<file path="src/rtl/mux_arb_pkg.sv">
// Shared types and constants for the 8-input mux round-robin arbiter.
package mux_arb_pkg;

  localparam int N_IN   = 8;
  localparam int SEL_W  = 3;
  localparam int HOLD_W = 4;  // holds MAX_HOLD up to 15
  localparam int GAP_W  = 3;  // holds GAP_CYCLES up to 7

  typedef enum logic [1:0] {
    IDLE  = 2'd0,
    GRANT = 2'd1,
    GAP   = 2'd2
  } arb_state_t;

  // One-hot decode of a mux select index.
  function automatic logic [N_IN-1:0] sel_onehot(input logic [SEL_W-1:0] idx);
    return {{(N_IN-1){1'b0}}, 1'b1} << idx;
  endfunction

endpackage

</file>
<file path="src/rtl/rr_pick8.sv">
// Combinational round-robin pick: the first set REQ bit after LAST, wrapping mod 8.
module rr_pick8
  import mux_arb_pkg::*;
(
  input  logic [N_IN-1:0]  REQ,
  input  logic [SEL_W-1:0] LAST,
  output logic [SEL_W-1:0] IDX,
  output logic             ANY
);

  logic [SEL_W-1:0]  start;
  logic [2*N_IN-1:0] dbl;
  logic [N_IN-1:0]   rot;
  logic [SEL_W-1:0]  enc;

  // Rotate so bit 0 is the highest-priority requester (LAST+1, wrapping).
  assign start = LAST + 3'd1;
  assign dbl   = {REQ, REQ};
  assign rot   = dbl[start +: N_IN];
  assign ANY   = |REQ;

  // Priority-encode the lowest set bit of the rotated vector, then un-rotate.
  always_comb begin
    // NOTE: enc gets a value before the loop so that no path leaves it unassigned, which would infer a latch.
    enc = '0;
    for (int i = N_IN - 1; i >= 0; i--) begin
      if (rot[i]) enc = SEL_W'(i);
    end
    IDX = start + enc;
  end

endmodule

</file>
<file path="src/rtl/mux8_rr_arbiter.sv">
// Round-robin sequencer sharing one 8:1 mux among eight requesters, with
// bounded grant hold, break-before-make gaps and a registered data sample.
module mux8_rr_arbiter
  import mux_arb_pkg::*;
#(
  parameter int MAX_HOLD   = 4,
  parameter int GAP_CYCLES = 1
) (
  input  logic             CLK,
  input  logic             RST,
  input  logic [N_IN-1:0]  REQ,
  input  logic             MUX_OUT,
  output logic [N_IN-1:0]  GNT,
  output logic [SEL_W-1:0] S,
  output logic             EN_BAR,
  output logic             DOUT,
  output logic             DOUT_VALID
);

  localparam logic [HOLD_W-1:0] MAX_HOLD_C = HOLD_W'(MAX_HOLD);
  localparam logic [GAP_W-1:0]  GAP_C      = GAP_W'(GAP_CYCLES);

  arb_state_t        state, state_nxt;
  logic [SEL_W-1:0]  last, last_nxt, s_nxt;
  logic [HOLD_W-1:0] hold_cnt, hold_nxt;
  logic [GAP_W-1:0]  gap_cnt, gap_nxt;
  logic [SEL_W-1:0]  pick_idx;
  logic              pick_any;

  rr_pick8 u_pick (
    .REQ  (REQ),
    .LAST (last),
    .IDX  (pick_idx),
    .ANY  (pick_any)
  );

  // Next-state logic: arbitrate from IDLE or at the end of the gap, bound each grant.
  always_comb begin
    state_nxt = state;
    s_nxt     = S;
    last_nxt  = last;
    hold_nxt  = hold_cnt;
    gap_nxt   = gap_cnt;
    case (state)
      IDLE: begin
        if (pick_any) begin
          state_nxt = GRANT;
          s_nxt     = pick_idx;
          last_nxt  = pick_idx;
          hold_nxt  = 4'd1;
        end
      end
      GRANT: begin
        if (!REQ[S] || hold_cnt == MAX_HOLD_C) begin
          state_nxt = GAP;
          gap_nxt   = GAP_C;
        end else begin
          hold_nxt = hold_cnt + 4'd1;
        end
      end
      GAP: begin
        if (gap_cnt <= 3'd1) begin
          if (pick_any) begin
            // Previous winner sits at LAST, so it is last in the scan order.
            state_nxt = GRANT;
            s_nxt     = pick_idx;
            last_nxt  = pick_idx;
            hold_nxt  = 4'd1;
          end else begin
            state_nxt = IDLE;
          end
        end else begin
          gap_nxt = gap_cnt - 3'd1;
        end
      end
      default: state_nxt = IDLE;
    endcase
  end

  // State and registered outputs; mux controls are decoded from the next state.
  always_ff @(posedge CLK or posedge RST) begin
    if (RST) begin
      state    <= IDLE;
      S        <= '0;
      last     <= 3'd7;
      hold_cnt <= '0;
      gap_cnt  <= '0;
      GNT      <= '0;
      EN_BAR   <= 1'b1;
    end else begin
      // NOTE: non-blocking assignments so every register samples pre-edge values.
      state    <= state_nxt;
      S        <= s_nxt;
      last     <= last_nxt;
      hold_cnt <= hold_nxt;
      gap_cnt  <= gap_nxt;
      GNT      <= (state_nxt == GRANT) ? sel_onehot(s_nxt) : '0;
      EN_BAR   <= (state_nxt != GRANT);
    end
  end

  // Sample the mux output on every grant cycle; DOUT holds otherwise.
  always_ff @(posedge CLK or posedge RST) begin
    if (RST) begin
      DOUT       <= 1'b0;
      DOUT_VALID <= 1'b0;
    end else if (state == GRANT) begin
      DOUT       <= MUX_OUT;
      DOUT_VALID <= 1'b1;
    end else begin
      DOUT_VALID <= 1'b0;
    end
  end

endmodule

</file>
<file path="config.mk">
export PLATFORM = sky130hd
export DESIGN_NAME = mux8_rr_arbiter
export DESIGN_NICKNAME = d
export VERILOG_FILES = /design/src/rtl/mux_arb_pkg.sv /design/src/rtl/rr_pick8.sv /design/src/rtl/mux8_rr_arbiter.sv
export SDC_FILE = /design/constraint.sdc
export NUM_CORES = 1
export LEC_CHECK = 0
export BUFFER_PORTS_ARGS = -buffer_cell sky130_fd_sc_hd__clkbuf_2
export CORE_ASPECT_RATIO = 1.4
export CORE_MARGIN = 1
export CORE_UTILIZATION = 56
export DETAILED_ROUTE_END_ITERATION = 8
export GPL_ROUTABILITY_DRIVEN = 0
export PLACE_DENSITY = 0.81
export SLEW_MARGIN = 10
export SYNTH_ARGS = -nofsm -noshare
export SYNTH_HDL_FRONTEND = slang
export SYNTH_SLANG_ARGS = --single-unit
</file>
<file path="constraint.sdc">
create_clock -name CLK -period 4.6 [get_ports CLK]
set_input_delay 1.38 -clock CLK [delete_from_list [all_inputs] [get_ports CLK]]
set_output_delay 1.38 -clock CLK [all_outputs]
set_load 0.03 [all_outputs]
</file>
* After elaboration in Yosys (flattened, before gate mapping)
Cells that the tools add are included.
** Operators by class
- Add/subtract/negate cells :: 4
- Magnitude comparators :: 2
- Equal/unequal tests :: 9
- Shift-type cells :: 2
- Multiplexer cells :: 30
- Reduce and logical (&&, ||, !) cells :: 10
** Operator list (count)
- $mux 3 :: 14
- $pmux 3 s2 :: 3
- $shiftx 16x4->8 :: 1
- $mux 4 :: 3
- $pmux 4 s3 :: 1
- $mux 8 :: 1
- $ne 2x2->1 const B :: 4
- $reduce_or 8->1 :: 1
- $shl 1x3->8 const A :: 1
- $mux 2 :: 3
- $pmux 2 s3 :: 1
- $reduce_and 3->1 :: 2
- $add 4x1->4 const B :: 1
- $eq 2x1->1 const B :: 2
- $eq 4x3->1 const B :: 1
- $lt 3x4->1 const B :: 1
- $reduce_bool 2->1 :: 2
- $add 3x1->3 const B :: 1
- $add 3x3->3 :: 1
- $bmux 1 s3 :: 1
- $le 3x1->1 const B :: 1
- $mux 1 :: 3
- $reduce_bool 3->1 :: 1
- $sub 3x1->3 const B :: 1
- other kinds (6) :: 6
** Storage, ports and cells
- Register bits :: 26
- Input port bits :: 11
- Output and inout port bits :: 14

* Longest topological paths before layout
Gate-level depths: netlist of the first run.
- Depth in word-level cells :: 16
- Mapped depth :: 15
- Mapped depth without buffers :: 14

* By module
A second synthesis of the first run with hierarchy kept.
** Second synthesis, totals
- Cells, all modules :: 174
- Area total of the unflattened synthesis :: 1739.2 µm²
** By module, submodules not included
- mux8_rr_arbiter :: times used 1, cells an instance 129, area an instance 1278.7 µm²
- rr_pick8 :: times used 1, cells an instance 45, area an instance 460.4 µm²

* Least setup slack after synthesis of the first run
No wires, ideal clock.
- Path type :: input port to flip-flop
- Start point :: input port REQ[6]
- End point :: register GNT[4]
- Setup time :: 0.086 ns
- Arrival :: 3.810 ns
- Setup slack :: 0.704 ns
- Stages :: 13
- Path buffers :: 0
- Cell sequence :: mux2_2 -> mux2_2 -> mux2i_1 -> o221ai_1 -> a31oi_1 -> a41o_1 -> ha_1 -> inv_1 -> fa_1 -> xnor2_1 -> and2_2 -> mux2_4 -> nor3_1
** Between the ends
- Cells in the longest elaborated chain, start to end :: 15
** RTL lines
- start, declared :: line mux8_rr_arbiter.sv:11 : input logic [N_IN-1:0] REQ,
- $shiftx 16x4->8 :: line rr_pick8.sv:19 : assign rot = dbl[start +: N_IN];
- $mux 3 (8 in a row) :: line rr_pick8.sv:27 : if (rot[i]) enc = SEL_W'(i);
- $add 3x3->3 :: line rr_pick8.sv:29 : IDX = start + enc;
- $mux 3 :: line mux8_rr_arbiter.sv:46, mux8_rr_arbiter.sv:63
- $mux 3 :: line mux8_rr_arbiter.sv:62 : if (gap_cnt <= 3'd1) begin
- $pmux 3 s2 :: line mux8_rr_arbiter.sv:44 : case (state)
- $shl 1x3->8 :: line mux_arb_pkg.sv:17 : return {{(N_IN-1){1'b0}}, 1'b1} << idx;
- $mux 8 (*) :: line mux8_rr_arbiter.sv:97 : GNT <= (state_nxt == GRANT) ? sel_onehot(s_nxt) : '0;
- end signal, assigned :: line mux8_rr_arbiter.sv:97
- end, declared :: line mux8_rr_arbiter.sv:13 : output logic [N_IN-1:0] GNT,
Mark *: on every way between the ends. The rest lies on a longest branch, timed or not. The select of a mux whose other input is x is not followed.
A chain may end at the register's enable or synchronous reset.

* Worst setup path in the final report of the first run
- Start point :: register last[0]
- End point :: register GNT[5]
** Between the ends
- Cells in the longest elaborated chain, start to end :: 16
** RTL lines
- start, declared :: line mux8_rr_arbiter.sv:24 : logic [SEL_W-1:0] last, last_nxt, s_nxt;
- start signal, assigned :: line mux8_rr_arbiter.sv:94 : last <= last_nxt;
- $add 3x1->3 (*) :: line rr_pick8.sv:17 : assign start = LAST + 3'd1;
- $shiftx 16x4->8 :: line rr_pick8.sv:19
- $mux 3 (8 in a row) :: line rr_pick8.sv:27
- $add 3x3->3 (*) :: line rr_pick8.sv:29
- $mux 3 (*) :: line mux8_rr_arbiter.sv:46, mux8_rr_arbiter.sv:63
- $mux 3 :: line mux8_rr_arbiter.sv:62
- $pmux 3 s2 (*) :: line mux8_rr_arbiter.sv:44
- $shl 1x3->8 (*) :: line mux_arb_pkg.sv:17
- $mux 8 (*) :: line mux8_rr_arbiter.sv:97
Mark *: on every way between the ends. The rest lies on a longest branch, timed or not.

==> out/metrics.csv, run 1 <==
metric;value;unit
most common cell in the netlist;dfrtp_1;
final instance area;0.001932;sq mm
Setup TNS Final;0;ns
Worst EP required;4.79;ns
initial antenna violation count;0;
DP Wirelength;2.913;mm
initial core utilization;60.74;%
Post-synth EDFFs;0;
DIE HEIGHT;68.77;um
CTS tree;built;
clk buf depth;2;
Seq/Total Area, Yosys;36.77;%
GR Util met2;51.18;%
largest net degree at the start of global routing;27;
clk_lat worst skew;0.27;ns
FF+latch count, synth;26;
vias in the first global route;1486;
endpoints failing setup;0;
RSZ-0062 raised after global routing;no;
Post-Layout Cell Count;243;
Worst Hold Class;reg -> reg;
PortBufs;24;
Post-CTS Hold Buffers;0;
grt peak-use layer;met2;
# Max-Cap Violations;0;
Post-synth top cells;dfrtp_1 (22), nand2_1 (16), a21oi_1 (12), inv_1 (11), nor2_1 (11);
share of flip-flops with an asynchronous set or reset;100.0;%
Remaining DRCs;0;
met3 Use GR;2.632;%
final core utilization;65.81;%
worst slew pin tran;0.9476;ns
core box area;0.002935;sq mm
final setup skew;0.001751;ns
GRT Total Usage;25.71;%
total I/O pin count;25;
maximum clock rate;239.5;MHz
drt via density;6.230;
Post-Route WL;3.831;mm
count of unique library cells instantiated by Yosys;54;
Mapped Nets;203;
ant diodes;0;
Num CTS Buffers;3;
die area;0.003417;sq mm
share of layout cells above drive strength 1;24.27;%
Fin. Hold Viols;0;
Crit Path Class;reg -> reg;
row count;23;
Post-Syn Instances;185;
Worst setup SP type;flip-flop;
top-area cell type share of the netlist area;30.88;%
Worst slew margin;36.76;%
WP data arrival;4.36;ns
Synth Flop Type;dfrtp_1;
CTS Sinks;26;
Mapped Area;0.001783;sq mm
Mean Syn Cell Area;9.638;sq um
fill count;253;
die span in x;49.69;um
first drt pass iteration count;4;
Max Slew Vio Count;0;
Setup crit end kind;flip-flop;
area post-placement;0.001891;sq mm
clock root buffer;clkbuf_8;
CTS clock-pin slew for the worst setup and hold paths;0.08;ns
leading area contributor after synthesis;dfrtp_1;
vias post-DR;1514;
Antenna Nets Post-Route;0;
fin crit share;90.76;%
Post CTS Setup Buffer Count;0;
post_cts resized;0;
first-pass GRT wire length;6.589;mm
top post-synthesis cells by area;dfrtp_1 (31%), dfstp_2 (5.9%), ha_1 (4.2%);
critical path fanouts, max;19;
Area growth syn-to-layout;8.351;%
synth warn;0;
drt initial violations;71;
M1 GR Usage;27.78;%
final worst path period need;4.175;ns
total grt overflow;0;
Total Nets Final;226;
R2R Setup Slk;0.43;ns
status;finished, final reports clean;
placed cells;240;
# H-tree levels;1;
Wirelength per Cell;15.77;um
worst max-delay path: stages, from the launching register on:
cell      delay [ns]
dfstp_2         0.77
ha_1            0.47
inv_1           0.28
mux2_2          0.40
mux2i_1         0.20
o221ai_1        0.16
a31oi_1         0.23
a41o_1          0.13
ha_1            0.14
inv_1           0.04
fa_1            0.37
xnor2_1         0.26
nor2_1          0.12
mux2_4          0.33
nor3_1          0.20
routing by layer:
layer / vias to the layer above / routed length [um]
met1: 726 / 1543
met3: 7 / 132
met4: 0 / 59
li1: 732 / -
met5: - / 0
met2: 49 / 2096
kinds of logic (layout without fill, tap and decap cells):
family          Yosys count  after routing  synth area share [%]
simple gates             66             66                 19.79
compound gates           49             49                 18.67
flops                    26             26                 36.77
buf+inv                  18             39                 6.035
mux                      16             16                 11.93
fa+ha+maj                 7              7                 5.333
xor+xnor                  3              3                 1.474
layout make-up:
cell class              count  area [sq um]  share of cell area, %
well taps                  37         46.29                  2.396
flip-flops and latches     26         655.6                  33.94
clock buffers               3         41.29                  2.137
inverters                  11         41.29                  2.137
repair buffers             25         127.6                  6.606
multi-input cells         141          1020                  52.79
final timing paths:
path / start / end / depth (start not counted)
setup reg to reg: last[0] / GNT[5] / 14
min in group asynchronous: RST / GNT[3] / 2
hold / removal: gap_cnt[2] / gap_cnt[2] / 1
setup / recovery: last[0] / GNT[5] / 14
hold reg to reg: gap_cnt[2] / gap_cnt[2] / 1
max in group asynchronous: RST / hold_cnt[3] / 2
sequential cells by signal (all words and copies together) (netlist names):
register and count:
DOUT 1, DOUT_VALID 1, EN_BAR 1, GNT 8, S 3, gap_cnt 3, hold_cnt 4, last 3
state 2
layout by cell type (no fill, tap or decap), types with 2 or more instances in the layout:
master	instances
a211o_1	2
a21o_1	3
a21oi_1	12
a31oi_1	2
and3_1	2
clkbuf_2	24
clkbuf_8	3
dfrtp_1	22
dfstp_2	4
ha_1	6
inv_1	11
mux2_2	5
mux2i_1	7
mux4_2	2
nand2_1	16
nand2b_1	3
nand3_1	6
nand3b_1	2
nand4_1	2
nor2_1	11
nor2b_1	3
nor3_1	9
nor3b_1	3
nor4_1	2
o21ai_0	10
o221ai_1	2
o311ai_0	2
o31ai_1	3
xnor2_1	2
per-stage QoR:
stage,setup slack (ns),hold slack (ns)
after detailed placement,0.2519,0.4853
after CTS,0.4770,0.4993
after global routing,0.1381,0.5386
final,0.4251,0.4978
after floorplan,0.7036,0.4483
after global placement,0.4650,0.4693
Power of run 1 is left out: the tool's default activity adds up to more than one toggle a clock period on the data nets, which glitch-free logic cannot reach.
==> inputs of run 2 (changes only) <==
--- a/config.mk
+++ b/config.mk
@@ -6,12 +6,14 @@
 export NUM_CORES = 1
 export LEC_CHECK = 0
 export BUFFER_PORTS_ARGS = -buffer_cell sky130_fd_sc_hd__clkbuf_2
+export CELL_PAD_IN_SITES_DETAIL_PLACEMENT = 0
+export CELL_PAD_IN_SITES_GLOBAL_PLACEMENT = 1
 export CORE_ASPECT_RATIO = 1.4
 export CORE_MARGIN = 1
-export CORE_UTILIZATION = 56
+export CORE_UTILIZATION = 44
 export DETAILED_ROUTE_END_ITERATION = 8
 export GPL_ROUTABILITY_DRIVEN = 0
-export PLACE_DENSITY = 0.81
+export PLACE_DENSITY = 0.82
 export SLEW_MARGIN = 10
 export SYNTH_ARGS = -nofsm -noshare
 export SYNTH_HDL_FRONTEND = slang
==> out/metrics.csv, run 2 (same netlist as run 1, synthesis figures left out) <==
metric;value;unit;change
status;finished, final reports clean;;
ant diodes;0;;unchanged
clock root buffer;clkbuf_8;;
max reg flops;8;;unchanged
first-pass GRT wire length;6.686;mm;+1.5%
Worst path slowest cell;dfstp_2;;
Worst Hold Class;reg -> reg;;
# Max-Cap Violations;0;;unchanged
die area;0.004314;sq mm;+26%
core box area;0.003919;sq mm;+34%
critical path fanouts, max;19;;unchanged
Worst slew margin;35.72;%;-1.0 points
reg2reg start;last[0];;
DP Wirelength;2.908;mm;-0.18%
PortBufs;24;;unchanged
Fin. Hold Viols;0;;unchanged
R2R depth;14;;unchanged
Post CTS Setup Buffer Count;0;;unchanged
commonest non-fill, non-tap cells in the layout;clkbuf_2 (24), dfrtp_1 (22), nand2_1 (16), a21oi_1 (12);;
Max Slew Vio Count;0;;unchanged
R2R Setup Slk;0.49;ns;+0.06 ns
WHS Path Cells;1;;unchanged
Worst setup SP type;flip-flop;;
drt via density;5.928;;-4.9%
fin crit share;89.44;%;-1.3 points
Crit Reg-Reg Endpoint;GNT[4];;
CTS tree;built;;
CP Cell Sequence;ha_1 -> inv_1 -> mux2_2 -> mux2i_1 -> o221ai_1 -> a31oi_1 -> a41o_1 -> ha_1 -> inv_1 -> fa_1 -> xnor2_1 -> and2_2 -> mux2_4 -> nor3_1;;
Antenna Nets Post-Route;0;;unchanged
Worst path max stage delay;0.77;ns;about the same
first drt pass iteration count;4;;unchanged
Setup TNS Final;0;ns;unchanged
post_cts resized;0;;unchanged
clk_lat worst skew;0.26;ns;about the same
# H-tree levels;1;;unchanged
clk buf depth;2;;unchanged
fill count;381;;+51%
RSZ-0062 raised after global routing;no;;
CTS clock-pin slew for the worst setup and hold paths;0.09;ns;about the same
initial antenna violation count;0;;unchanged
Setup crit end kind;flip-flop;;
final setup skew;0.002435;ns;+0.0006834 ns
initial core utilization;45.50;%;-15 points
top flop regs;GNT (8), hold_cnt (4);;
Remaining DRCs;0;;unchanged
total grt overflow;0;;unchanged
Crit Path Class;reg -> reg;;
Hold Crit Start;hold_cnt[3];;
Worst Hold End;hold_cnt[3];;
DIE HEIGHT;77.32;um;+12%
most flop-heavy register;GNT;;
drt initial violations;62;;-13%
GRT Total Usage;19.21;%;-6.5 points
Worst EP required;4.78;ns;about the same
Post-Route WL;3.797;mm;-0.89%
die span in x;55.80;um;+12%
commonest non-fill, non-tap cell in the layout;clkbuf_2;;
Post-CTS Hold Buffers;0;;unchanged
maximum clock rate;243.1;MHz;+1.5%
share of layout cells above drive strength 1;24.27;%;unchanged
final worst path period need;4.114;ns;-0.06058 ns
Wirelength per Cell;15.25;um;-3.3%
total I/O pin count;25;;unchanged
endpoints failing setup;0;;unchanged
Total Nets Final;226;;unchanged
Num CTS Buffers;3;;unchanged
largest net degree at the start of global routing;27;;unchanged
row count;27;;+17%
vias in the first global route;1533;;+3.2%
CTS Sinks;26;;unchanged
WP data arrival;4.29;ns;-0.07 ns
vias post-DR;1476;;-2.5%
worst slew pin tran;0.9631;ns;+0.01551 ns
Area growth syn-to-layout;8.772;%;
[run 2: cell counts in the layout (fill, tap and decap cells not counted)]
No cell type changed its count.
[run 2: worst max-delay path by stage]
| stage | end | slack [ns] | startpoint |
|---|---|---|---|
| after floorplan | GNT[4] | 0.70 | REQ[6] |
| after global placement | GNT[7] | 0.44 | REQ[0] |
| after detailed placement | GNT[4] | 0.30 | REQ[0] |
| after CTS | GNT[4] | 0.49 | last[0] |
| after global routing | GNT[7] | 0.16 | last[0] |
| final | GNT[4] | 0.49 | last[0] |
[run 2: per-stage QoR]
stage	worst slack [ns]	std cells	hold slack (ns)	area (sq um)	utilization (%)
after floorplan	0.7036	185	0.4483	1783	-
after global placement	0.4391	246	0.4727	1898	48.44
after detailed placement	0.3036	246	0.4878	1898	48.44
after CTS	0.4919	249	0.5039	1939	49.49
after global routing	0.1608	249	0.5324	1939	49.49
final	0.4857	249	0.4986	1939	49.49
[run 2: layout make-up]
| type | instances | area, sq um | area share (%) |
|---|---|---|---|
| sequential | 26 | 655.6 | 33.81 |
| multi-input combinational | 141 | 1020 | 52.58 |
| tap | 43 | 53.80 | 2.774 |
| inverter | 11 | 41.29 | 2.129 |
| timing repair buffer | 25 | 127.6 | 6.581 |
| clock buffer | 3 | 41.29 | 2.129 |
[run 2: metal layers]
layer | track usage [%] | vias to the layer above | part of all wire (%)
met5 | 0 | - | 0
met4 | 5.250 | 0 | 1.3
met3 | 0.6745 | 4 | 2.2
met2 | 37.47 | 28 | 54
met1 | 22.32 | 718 | 42
li1 | - | 726 | -
[run 2: worst max-delay path, delay by kind of cell, from the launching register on]
kind / cells / cell delay [ns]
fa+ha+maj: 3 / 0.99
xor+xnor: 1 / 0.16
buf+inv: 2 / 0.33
compound gates: 3 / 0.47
simple gates: 2 / 0.43
mux: 3 / 0.88
flops: 1 / 0.77
Power of run 2 is left out for the same reason.
